**src/rtl/alu_pkg.sv**
```systemverilog
// rtl/alu_pkg.sv - opcodes and FSM state shared by alu_seq and its bench
// Purpose: single source for the 4-bit opcode encodings and the sequencer
//          state enum of alu_seq.
// Ports:   none (package).
// Config:  OP_MUL and the BUSY/DONE states are used only when ALU_SEQ_MUL_EN
//          is defined.
package alu_pkg;

  localparam logic [3:0] OP_AND = 4'b0000;
  localparam logic [3:0] OP_OR  = 4'b0001;
  localparam logic [3:0] OP_ADD = 4'b0010;
  localparam logic [3:0] OP_SUB = 4'b0110;
  localparam logic [3:0] OP_SLT = 4'b0111;
  localparam logic [3:0] OP_NOR = 4'b1100;
  localparam logic [3:0] OP_MUL = 4'b1000;

  typedef enum logic [1:0] {
    ST_IDLE = 2'd0,
    ST_BUSY = 2'd1,
    ST_DONE = 2'd2
  } state_t;

endpackage

```
**src/rtl/alu_mul_iter.sv**
```systemverilog
// rtl/alu_mul_iter.sv - iterative unsigned shift-add multiplier, one bit per cycle
// Purpose: multiplies a by b over WIDTH iterations. start loads the operands
//          and clears the iteration counter; each cycle with run high retires
//          one multiplier bit. done flags the cycle in which the last
//          iteration is being performed (counter == WIDTH-1).
// Ports:   clk, rst (sync, active high)
//          start            load a/b and clear the counter
//          a, b [WIDTH]     multiplicand / multiplier
//          run              perform one iteration this cycle
//          done             last iteration happens on the coming edge
//          product_lo [W]   low WIDTH bits of the product
//          product_hi_nz    high WIDTH bits of the product are nonzero
// Config:  instantiated only when ALU_SEQ_MUL_EN is defined.
module alu_mul_iter #(
  parameter int WIDTH = 32
) (
  input  logic             clk,
  input  logic             rst,
  input  logic             start,
  input  logic [WIDTH-1:0] a,
  input  logic [WIDTH-1:0] b,
  input  logic             run,
  output logic             done,
  output logic [WIDTH-1:0] product_lo,
  output logic             product_hi_nz
);

  logic [WIDTH-1:0]   count;
  logic [WIDTH-1:0]   mcand;
  // {partial product high half, remaining multiplier bits}; the multiplier is
  // consumed from the bottom while product bits shift in from the top.
  logic [2*WIDTH-1:0] acc;
  logic [WIDTH:0]     partial;

  always_comb begin
    partial = {1'b0, acc[2*WIDTH-1:WIDTH]};
    if (acc[0]) begin
      partial = {1'b0, acc[2*WIDTH-1:WIDTH]} + {1'b0, mcand};
    end
  end

  always_ff @(posedge clk) begin
    if (rst) begin
      count <= '0;
      mcand <= '0;
      acc   <= '0;
    end else if (start) begin
      count <= '0;
      mcand <= a;
      acc   <= {{WIDTH{1'b0}}, b};
    end else if (run) begin
      acc   <= {partial, acc[WIDTH-1:1]};
      count <= count + WIDTH'(1);
    end
  end

  assign done          = run && (count == WIDTH'(WIDTH - 1));
  assign product_lo    = acc[WIDTH-1:0];
  assign product_hi_nz = |acc[2*WIDTH-1:WIDTH];

endmodule

```
**src/rtl/alu_seq.sv**
```systemverilog
// rtl/alu_seq.sv - handshaked ALU with registered result and zero/carry/overflow flags
// Purpose: accepts one operation per in_valid/in_ready transfer and presents
//          a registered result and flags on an out_valid/out_ready port.
//          Single-cycle ops have latency 1 and full throughput; the optional
//          multiplier takes WIDTH BUSY cycles plus one DONE cycle.
// Ports:   clk, rst (sync, active high)
//          in_valid, in_ready        input handshake (in_ready low during rst)
//          a, b [WIDTH], op [4]      operands and opcode, captured on transfer
//          out_valid, out_ready      output handshake
//          result [WIDTH]            registered result
//          zero, carry, overflow     registered flags
// Config:  define ALU_SEQ_MUL_EN to compile in the MUL opcode, the BUSY/DONE
//          states and alu_mul_iter. Undefined, MUL decodes as unsupported and
//          the block is a pure one-stage pipeline.
module alu_seq #(
  parameter int WIDTH = 32
) (
  input  logic             clk,
  input  logic             rst,
  input  logic             in_valid,
  output logic             in_ready,
  input  logic [WIDTH-1:0] a,
  input  logic [WIDTH-1:0] b,
  input  logic [3:0]       op,
  output logic             out_valid,
  input  logic             out_ready,
  output logic [WIDTH-1:0] result,
  output logic             zero,
  output logic             carry,
  output logic             overflow
);

  import alu_pkg::*;

  logic             xfer;
  logic             is_mul;
  logic             load_alu;
  logic             load_mul;
  logic [WIDTH:0]   add_full;
  logic [WIDTH:0]   sub_full;
  logic             sub_ovf;
  logic [WIDTH-1:0] alu_res;
  logic             alu_c;
  logic             alu_v;
  logic [WIDTH-1:0] mul_lo;
  logic             mul_hi_nz;

  assign xfer     = in_valid && in_ready;
  assign load_alu = xfer && !is_mul;

  // Single-cycle datapath. SUB is a + ~b + 1 so bit WIDTH is the no-borrow
  // carry; SLT reuses the subtractor and corrects the sign with overflow.
  always_comb begin
    add_full = {1'b0, a} + {1'b0, b};
    sub_full = {1'b0, a} + {1'b0, ~b} + {{WIDTH{1'b0}}, 1'b1};
    sub_ovf  = (a[WIDTH-1] != b[WIDTH-1]) && (sub_full[WIDTH-1] != a[WIDTH-1]);
    alu_res  = '0;
    alu_c    = 1'b0;
    alu_v    = 1'b0;
    case (op)
      OP_AND: alu_res = a & b;
      OP_OR:  alu_res = a | b;
      OP_NOR: alu_res = ~(a | b);
      OP_ADD: begin
        alu_res = add_full[WIDTH-1:0];
        alu_c   = add_full[WIDTH];
        alu_v   = (a[WIDTH-1] == b[WIDTH-1]) && (add_full[WIDTH-1] != a[WIDTH-1]);
      end
      OP_SUB: begin
        alu_res = sub_full[WIDTH-1:0];
        alu_c   = sub_full[WIDTH];
        alu_v   = sub_ovf;
      end
      OP_SLT: alu_res = {{(WIDTH-1){1'b0}}, sub_full[WIDTH-1] ^ sub_ovf};
      default: ;
    endcase
  end

`ifdef ALU_SEQ_MUL_EN
  state_t state;
  state_t state_next;
  logic   mul_done;

  assign is_mul = (op == OP_MUL);

  always_ff @(posedge clk) begin
    if (rst) begin
      state <= ST_IDLE;
    end else begin
      state <= state_next;
    end
  end

  always_comb begin
    state_next = state;
    in_ready   = 1'b0;
    load_mul   = 1'b0;
    case (state)
      ST_IDLE: begin
        in_ready = !rst && (!out_valid || out_ready);
        if (in_valid && in_ready && is_mul) begin
          state_next = ST_BUSY;
        end
      end
      ST_BUSY: begin
        if (mul_done) begin
          state_next = ST_DONE;
        end
      end
      ST_DONE: begin
        // Output register is guaranteed free here: a MUL is only accepted
        // when the register is empty or draining on that same edge.
        load_mul   = 1'b1;
        state_next = ST_IDLE;
      end
      default: state_next = ST_IDLE;
    endcase
  end

  alu_mul_iter #(
    .WIDTH(WIDTH)
  ) u_mul (
    .clk           (clk),
    .rst           (rst),
    .start         (xfer && is_mul),
    .a             (a),
    .b             (b),
    .run           (state == ST_BUSY),
    .done          (mul_done),
    .product_lo    (mul_lo),
    .product_hi_nz (mul_hi_nz)
  );
`else
  assign is_mul    = 1'b0;
  assign load_mul  = 1'b0;
  assign mul_lo    = '0;
  assign mul_hi_nz = 1'b0;
  assign in_ready  = !rst && (!out_valid || out_ready);
`endif

  // Output register: a new load wins over a drain, so drain+accept on the
  // same edge keeps out_valid high. zero is derived from the value being
  // loaded so it lives in the same register stage as result.
  always_ff @(posedge clk) begin
    if (rst) begin
      out_valid <= 1'b0;
      result    <= '0;
      zero      <= 1'b1;
      carry     <= 1'b0;
      overflow  <= 1'b0;
    end else if (load_alu) begin
      out_valid <= 1'b1;
      result    <= alu_res;
      zero      <= (alu_res == '0);
      carry     <= alu_c;
      overflow  <= alu_v;
    end else if (load_mul) begin
      out_valid <= 1'b1;
      result    <= mul_lo;
      zero      <= (mul_lo == '0);
      carry     <= mul_hi_nz;
      overflow  <= 1'b0;
    end else if (out_ready) begin
      out_valid <= 1'b0;
    end
  end

endmodule

```
**config.mk**
```make
export PLATFORM = sky130hd
export DESIGN_NAME = alu_seq
export DESIGN_NICKNAME = d
export VERILOG_FILES = /design/src/rtl/alu_pkg.sv /design/src/rtl/alu_mul_iter.sv /design/src/rtl/alu_seq.sv
export SDC_FILE = /design/constraint.sdc
export NUM_CORES = 1
export LEC_CHECK = 0
export ABC_AREA = 1
export BUFFER_PORTS_ARGS = -buffer_cell sky130_fd_sc_hd__buf_2
export CORE_MARGIN = 4
export CORE_UTILIZATION = 55
export DETAILED_ROUTE_END_ITERATION = 12
export PLACE_DENSITY = 0.76
export SLEW_MARGIN = 20
export SYNTH_ARGS = -nofsm -noshare
export SYNTH_HDL_FRONTEND = slang
export SYNTH_SLANG_ARGS = --single-unit
```
**constraint.sdc**
```tcl
create_clock -name clk -period 3 [get_ports clk]
set_input_delay 0 -clock clk [delete_from_list [all_inputs] [get_ports clk]]
set_output_delay 0 -clock clk [all_outputs]
set_load 0.005 [all_outputs]
```
* Word-level counts from Yosys, hierarchy flattened
Cells that the tools add are included.
** Cells by class
- $mul :: 0
- Shift-type cells :: 0
- Equality and inequality tests :: 9
- Magnitude comparators :: 0
- Div/mod/pow operators :: 0
- Reduce and logical (&&, ||, !) cells :: 10
- Bitwise operators :: 5
- Mux-type cells :: 5
- Add/sub/neg operators :: 3
** Operators with widths (count)
- 32-bit case mux with 6 select lines :: 1
- 32-bit by 32-bit adder with 33-bit output :: 2
- 32-bit NOT :: 2
- 33-bit by 1-bit adder with 33-bit output (second input constant) :: 1
- 32-bit AND :: 1
- 32-bit zero test :: 1
- 32-bit bitwise OR :: 1
- 4-bit by 3-bit equality test with 1-bit output (second input constant) :: 2
- 4-bit by 1-bit equality test with 1-bit output (second input constant) :: 1
- 4-bit by 2-bit equality test with 1-bit output (second input constant) :: 1
- 4-bit equality test (second input constant) :: 1
- 1-bit logical AND :: 4
- 4-bit zero test :: 1
- 1-bit case mux with 2 select lines :: 2
- 1-bit inequality test :: 3
- 1-bit zero test :: 2
- 1-bit 2-to-1 mux :: 2
- 2-bit nonzero test :: 1
- 1-bit equality test :: 1
- 1-bit logical OR :: 1
- 1-bit XOR :: 1
** Word-level totals
- Bits in latches :: 0
- Memory bits (writable) :: 0
- Output and inout bits :: 37
- Bits in read-only memories :: 0
- Register bits :: 36
- Memories kept :: 0

* Logic depth before layout (Yosys ltp)
Gate-level depths: netlist of the first run.
- Depth in word-level cells :: 8
- Depth in mapped cells :: 27

* Worst setup path before layout of the first run
No wires, ideal clock.
- Path kind :: input-to-reg
- From :: input a[13]
- To :: register zero
- Required time :: 2.941 ns
- Stages on the path :: 24
- Library setup time :: 0.059 ns
- Slack :: 0.582 ns
- Arrival time :: 2.359 ns
- Buffers on the path :: 1
- Cells stage by stage :: inv_1 > ha_1 > buf_6 > nor2_2 > nand2_1 > nor2_2 > and3_1 > nand2_1 > nand2_1 > nand2_1 > nand2_1 > a21oi_1 > fa_1 > nand3_1 > nand4_1 > nor2_1 > nand2_1 > nor2_1 > nand2_1 > nor2_1 > nand3_1 > nor2_1 > nand2_1 > nand2_1
** Between the ends
- Cells in the longest elaborated chain, start to end :: 7
** Ends and longest elaborated chain
- start, declared :: RTL line alu_seq.sv:22 : input logic [WIDTH-1:0] a,
- 32-bit by 32-bit adder with 33-bit output :: RTL line alu_seq.sv:55 : sub_full = {1'b0, a} + {1'b0, ~b} + {{WIDTH{1'b0}}, 1'b1};
- 33-bit by 1-bit adder with 33-bit output :: RTL line alu_seq.sv:55
- 1-bit inequality test :: RTL line alu_seq.sv:56 : sub_ovf = (a[WIDTH-1] != b[WIDTH-1]) && (sub_full[WIDTH-1] != a[WIDTH-1]);
- 1-bit logical AND :: RTL line alu_seq.sv:56
- 1-bit XOR :: RTL line alu_seq.sv:74 : OP_SLT: alu_res = {{(WIDTH-1){1'b0}}, sub_full[WIDTH-1] ^ sub_ovf};
- 32-bit case mux with 6 select lines * :: RTL line alu_seq.sv:60 : case (op)
- 32-bit zero test * :: RTL line alu_seq.sv:154 : zero <= (alu_res == '0);
- end signal, assigned :: RTL line alu_seq.sv:154
- end signal, assigned :: RTL line alu_seq.sv:160 : zero <= (mul_lo == '0);
- end, declared :: RTL line alu_seq.sv:28 : output logic zero,
Mark *: on every way between the ends. The rest lies on a longest branch, timed or not.
A chain may end at the register's enable or synchronous reset.

* Worst setup path in the final report of the first run
- From :: input a[8]
- To :: register zero
Same word-level chain as after synthesis.

==> results of run 1 <==
cells by family (layout without fill, tap and decap cells):
logic type / after synthesis / after routing / share of synthesized area [%]
and+or+nand+nor: 825 / 825 / 44.5
buffers and inverters: 373 / 481 / 19.1
adders and majority gates: 106 / 106 / 16.0
AOI/OAI and AO/OA: 166 / 166 / 11.9
DFF: 36 / 36 / 8.55
cells in the final DEF, fill, tap and decap left out, types with 8 or more instances in the layout:
master and count:
nand2_2 28, dfxtp_1 36, nor2_2 30, nand2_1 429
a221oi_1 24, nand4_1 22, buf_4 43, ha_1 103
nor2_4 14, nor3_1 8, buf_2 108, o21ai_0 52
nor2_1 119, nand3_1 148, inv_2 22, inv_1 297
nand3_2 9, a21oi_1 63
Yosys cell counts, types with 2 or more instances:
library cell	n	share of area [%]
o21ai_0	53	3.1
nand2_4	6	0.80
o21ai_1	4	0.24
nor2_4	11	1.5
nand4_1	22	1.6
nand2_2	28	2.1
buf_6	21	2.8
clkinv_1	2	0.089
buf_2	8	0.48
ha_1	103	15
nor3_2	4	0.48
o21bai_2	2	0.27
inv_1	297	13
a21oi_1	63	3.7
a21oi_2	6	0.62
nand3b_1	2	0.18
nor2_2	32	2.4
clkbuf_1	11	0.49
fa_1	3	0.71
nand3_2	9	1.1
a221oi_2	2	0.36
nand3_1	148	8.8
o21bai_1	4	0.36
a221oi_1	24	2.5
inv_2	22	0.98
and2_1	2	0.15
nor2_1	120	5.3
o22ai_1	4	0.30
dfxtp_1	36	8.6
buf_4	10	0.89
nor3_1	8	0.48
nand2_1	429	19
what timing repair did:
item / in CTS / in global routing
endpoints found under the hold margin: 1 / 0
setup endpoints to repair: 0 / 1
hold buffers: 1 / 0
resized for setup: 0 / 4
critical path, cell delays in order:
cell and delay, ns:
buf_2 0.10, inv_1 0.04, ha_1 0.38, inv_1 0.09, a21oi_1 0.23, nand2_1 0.13
nand2_1 0.12, nand3_1 0.15, nand2_1 0.12, nand2_1 0.09, nand2_1 0.10, nand2_1 0.05
a21oi_1 0.19, fa_1 0.49, o221ai_1 0.19, a21oi_1 0.06, nand2_1 0.09, nor2_1 0.04
nand3_1 0.09, nor2_1 0.04, nand2_1 0.05, nand2_1 0.04
layout make-up:
type,count,area share (%)
well taps,184,2.48
clock inverters,1,0.0539
multi-input cells,1097,65.9
flip-flops and latches,36,7.76
inverters,322,13.0
clock buffers,6,1.39
repair buffers,152,9.41
metal layers:
layer | global-route usage [%] | routed length, um
met4 | 10.3 | 861
met2 | 48.6 | 12000
met1 | 45.5 | 12800
met3 | 5.88 | 3050
met5 | 0 | 0
flip-flops by register name, summed over array words and instances, names as in the netlist:
name,cells
overflow,1
carry,1
zero,1
out_valid,1
result,32
worst min path at each step:
| stage | from | to | cells after the start |
|---|---|---|---|
| final | out_ready | out_valid | 4 |
| after global routing | out_ready | out_valid | 4 |
| after CTS | out_ready | out_valid | 4 |
| after detailed placement | in_valid | out_valid | 3 |
| after global placement | in_valid | out_valid | 3 |
| after floorplan | in_valid | out_valid | 2 |
power by group:
group	switching, mW	total, mW	internal [mW]	leakage (nW)
clock network	0.189	0.490	0.301	0.0667
logic	0.989	1.48	0.495	5.21
registers	0.0168	0.533	0.516	0.297
total	1.20	2.51	1.31	5.58
==> results.yml, run 1 <==
route:
  drt_wl_total_um: 28600
  antenna_left: 0
  drtIter0Drc: 973
  firstDrtPassIters: 5
  route.vias.total: 9644
  wl_per_cell_um: 15.9
  vias_per_cell: 5.36
  drc: 0
critical_path:
  ff2ff_setup_slack_ns: 1.15
  crit-reg2reg-launch: "out_valid"
  cp_data_arrival_time_ns: 2.88
  crit_path_start: "a[8]"
  critPathCaptureType: "flip-flop"
  path_class: "in -> reg"
  cp.required_ns: 3.17
  rr_worst_depth: 11
  start_kind: "input port"
  crit_fanout: 5
  r2r_end: "zero"
  cp-endpoint: "zero"
hold_path:
  min_path_type: "in -> reg"
floorplan:
  die-area_mm2: 0.0174
  die_h_um: 132
  start_util_pct: 57.1
  die_w_um: 132
  io_pins: 109
  core_mm2: 0.0148
  rows: 44
final_layout:
  regArea_um2: 721
  drive_gt1_share_pct: 17.6
  synthToLayoutAreaGrowth_pct: 10.2
  multi_input_comb_area_mm2: 0.00611
  fin_nets: 1792
  layout.cells.non_filler: 1798
  diodes: 0
  fillerInstances: 1541
  final_area_mm2: 0.00928
  fin_util_pct: 62.9
global_route:
  antenna_found_initial: 1
  grt_pass1_vias: 8620
  grt_pass1_wl_um: 45100
  grtUsageTotal_pct: 31.9
  globalRouteOverflowTotal: 0
  grt_max_degree: 41
timing:
  slew_headroom_pct: 51.7
  worstMarginPinSlew_ns: 0.723
  worst_slack_ns: 0.289
  drv_slew: 0
  skew_ns: 0.00297
  whs_ns: 0.0290
  setup_viol: 0
  fmax_ghz: 0.369
  post-route-period-util_pct: 90.4
  fin_setup_tns_ns: 0
  hold_viol: 0
  period_needed_ns: 2.71
  rsz0062_at_grt: "no"
clock_network:
  clk_latency_ns: 0.28
  cts_made_buffers: 5
  cts.sinks: 36
  cts_root_buffer: "clkbuf_16"
  clk_pin_slew_ns: 0.05
  post_cts_buffers: 0
  cts_tree: "yes"
  clock_path_buffers: 2
  h-tree-depth: 2
place:
  gp_congestion: 1.06
  place_area_mm2: 0.00912
  io_buffer_count: 108
  hpwl_um: 24500
  place_ws_ns: -0.0223
  dp_cells: 1790
synthesis:
  synth_edf_count: 0
  syn_nets: 1684
  synth.avg_cell_area_um2: 5.59
  synthCells: 1506
  yosys.cell_types.count: 42
  synth_ff_type: "dfxtp_1"
  syn_area_mm2: 0.00842
  ys_warn_count: 0
  yosysSeqAreaShare_pct: 8.55
  synth_async_sr_flop_share_pct: 0
  synth_seq_cells: 36
pwr:
  p_total_mw: 2.51
  peakVddDrop_mv: 0.314
  cellPowerDensity_mw_per_mm2: 270
  p_leak_nw: 5.58
job:
  maxCapViolCount: 0
status:
  outcome: "finished, final reports clean"
No activity file was read; power rests on OpenSTA's default activity.
==> run 2: changes to the inputs <==
--- a/config.mk
+++ b/config.mk
@@ -10,7 +10,7 @@
 export CORE_MARGIN = 4
 export CORE_UTILIZATION = 55
 export DETAILED_ROUTE_END_ITERATION = 12
-export PLACE_DENSITY = 0.76
+export PLACE_DENSITY = 0.79
 export SLEW_MARGIN = 20
 export SYNTH_ARGS = -nofsm -noshare
 export SYNTH_HDL_FRONTEND = slang
==> constraint.sdc (replaced) <==
create_clock -name clk -period 2.2 [get_ports clk]
set_input_delay 0 -clock clk [delete_from_list [all_inputs] [get_ports clk]]
set_output_delay 0 -clock clk [all_outputs]
set_load 0.005 [all_outputs]
==> results.yml, run 2 (synthesis results as in run 1) <==
status:
  outcome: "finished with violations"
  violations: "setup timing"
final_layout:
  top_register: "result"
  fillerInstances: 1095
  synthToLayoutAreaGrowth_pct: 38.5
  fin_util_pct: 79.1
  fin_nets: 1991
  drive_gt1_share_pct: 35.0
  diodes: 0
  mostFrequentLayoutCell: "nand2_1"
  largest_register_ff_count: 32
  final_cell_mix: "nand2_1, buf_4, inv_1"
global_route:
  antenna_found_initial: 0
  globalRouteOverflowTotal: 0
  grt_pass1_vias: 10700
  grt_pass1_wl_um: 53400
  grtUsageTotal_pct: 37.6
  grt_max_degree: 60
timing:
  post-route-period-util_pct: 109
  rsz0062_at_grt: "yes"
  slew_headroom_pct: 58.0
  period_needed_ns: 2.40
  worstMarginPinSlew_ns: 0.630
  setup_viol: 4
  hold_viol: 0
  worst_slack_ns: -0.196
  drv_slew: 0
  skew_ns: 0.00142
  fmax_ghz: 0.417
floorplan:
  start_util_pct: 57.1
  rows: 44
  core_mm2: 0.0148
  die_w_um: 132
  io_pins: 109
  die_h_um: 132
  die-area_mm2: 0.0174
hold_path:
  min_path_type: "in -> reg"
  holdCritStartpoint: "out_ready"
  whs_endpoint: "out_valid"
  hold_depth: 4
critical_path:
  critPathCaptureType: "flip-flop"
  ff2ff_setup_slack_ns: 0.29
  cp_data_arrival_time_ns: 2.57
  cp.required_ns: 2.37
  r2r_end: "carry"
  crit_fanout: 3
  start_kind: "input port"
  path_class: "in -> reg"
  rr_worst_depth: 6
  crit-reg2reg-launch: "out_valid"
pwr:
  peakVddDrop_mv: 0.340
  cellPowerDensity_mw_per_mm2: 359
  p_leak_nw: 6.62
clock_network:
  clock_path_buffers: 2
  clk_pin_slew_ns: 0.05
  cts_root_buffer: "clkbuf_16"
  cts_tree: "yes"
  clk_latency_ns: 0.28
  cts.sinks: 36
  cts_made_buffers: 5
  h-tree-depth: 2
route:
  drt_wl_total_um: 36200
  antenna_left: 0
  wl_per_cell_um: 18.1
  route.vias.total: 11500
  firstDrtPassIters: 6
  vias_per_cell: 5.74
  drtIter0Drc: 1384
  drc: 0
job:
  maxCapViolCount: 0
place:
  gp_congestion: 1.06
  place_ws_ns: -0.551
  hpwl_um: 26400
  io_buffer_count: 108
==> run 2: changes by cell type in the layout (fill, tap and decap cells not counted), sizes merged <==
cell	before	now
buf	151	350
clkinv	3	2
clkbuf	6	8
==> run 2: where the power goes <==
| part | leakage [nW] | internal [mW] | switching (mW) |
|---|---|---|---|
| sequential | 0.297 | 0.704 | 0.0268 |
| clock | 0.0712 | 0.451 | 0.254 |
| combinational | 6.26 | 1.12 | 1.63 |
==> run 2: critical path: stages <==
cell and delay, ns:
buf_6 0.10, inv_8 0.03, ha_4 0.29, inv_2 0.06, nand2_2 0.08, nand2_2 0.09, nand2_2 0.07, nand2_2 0.07
nand2_2 0.09, nand2_4 0.06, a21oi_4 0.16, nand2_4 0.09, nand2_4 0.07, nand2_2 0.06, a21oi_2 0.14, fa_2 0.47
o221ai_2 0.19, a21oi_2 0.06, nand2_1 0.09, nor2_1 0.05, nand3_1 0.10, nor2_2 0.04, nand2_1 0.05, nand2_1 0.05
==> run 2: final cells by class <==
cell class | instances | area (um2) | share of cell area, %
flip-flops and latches | 36 | 721 | 6.18
multi-input cells | 1097 | 6780 | 58.1
clock buffers | 8 | 146 | 1.26
well taps | 184 | 230 | 1.97
inverters | 322 | 1270 | 10.9
repair buffers | 351 | 2520 | 21.6
==> run 2: worst max path at each step <==
stage,from,to,slack (ns)
after global routing,a[15],zero,-0.37
after detailed placement,a[1],zero,-0.55
after CTS,a[2],zero,-0.11
after floorplan,a[19],zero,-0.10
final,b[14],zero,-0.20
after global placement,a[1],zero,-0.48
==> run 2: metrics by stage <==
stage / hold slack (ns) / total power [mW] / std cells / TNS [ns] / instance area (um2)
after floorplan: 0.117 / 2.23 / 1506 / -0.121 / 8920
after global placement: 0.223 / 3.07 / 1961 / -1.58 / 10900
after detailed placement: 0.231 / 3.13 / 1961 / -2.37 / 10900
after CTS: 0.0355 / 3.93 / 1985 / -0.264 / 11300
after global routing: 0.119 / 4.41 / 1998 / -1.25 / 11700
final: 0.0668 / 4.19 / 1998 / -0.629 / 11700
==> run 2: layer usage <==
layer	global-route usage (%)	routed length, um
met1	46.7	13900
met2	64.2	16200
met3	7.21	4240
met4	15.2	1830
met5	0	0
==> run 2: repair_timing <==
action                                 in CTS  in global routing
pin swaps                                  43                 56
endpoints found under the hold margin       1                  0
setup endpoints to repair                   2                 10
resized for setup                          48                 69
hold buffers                                1                  0
buffers inserted                           15                 13
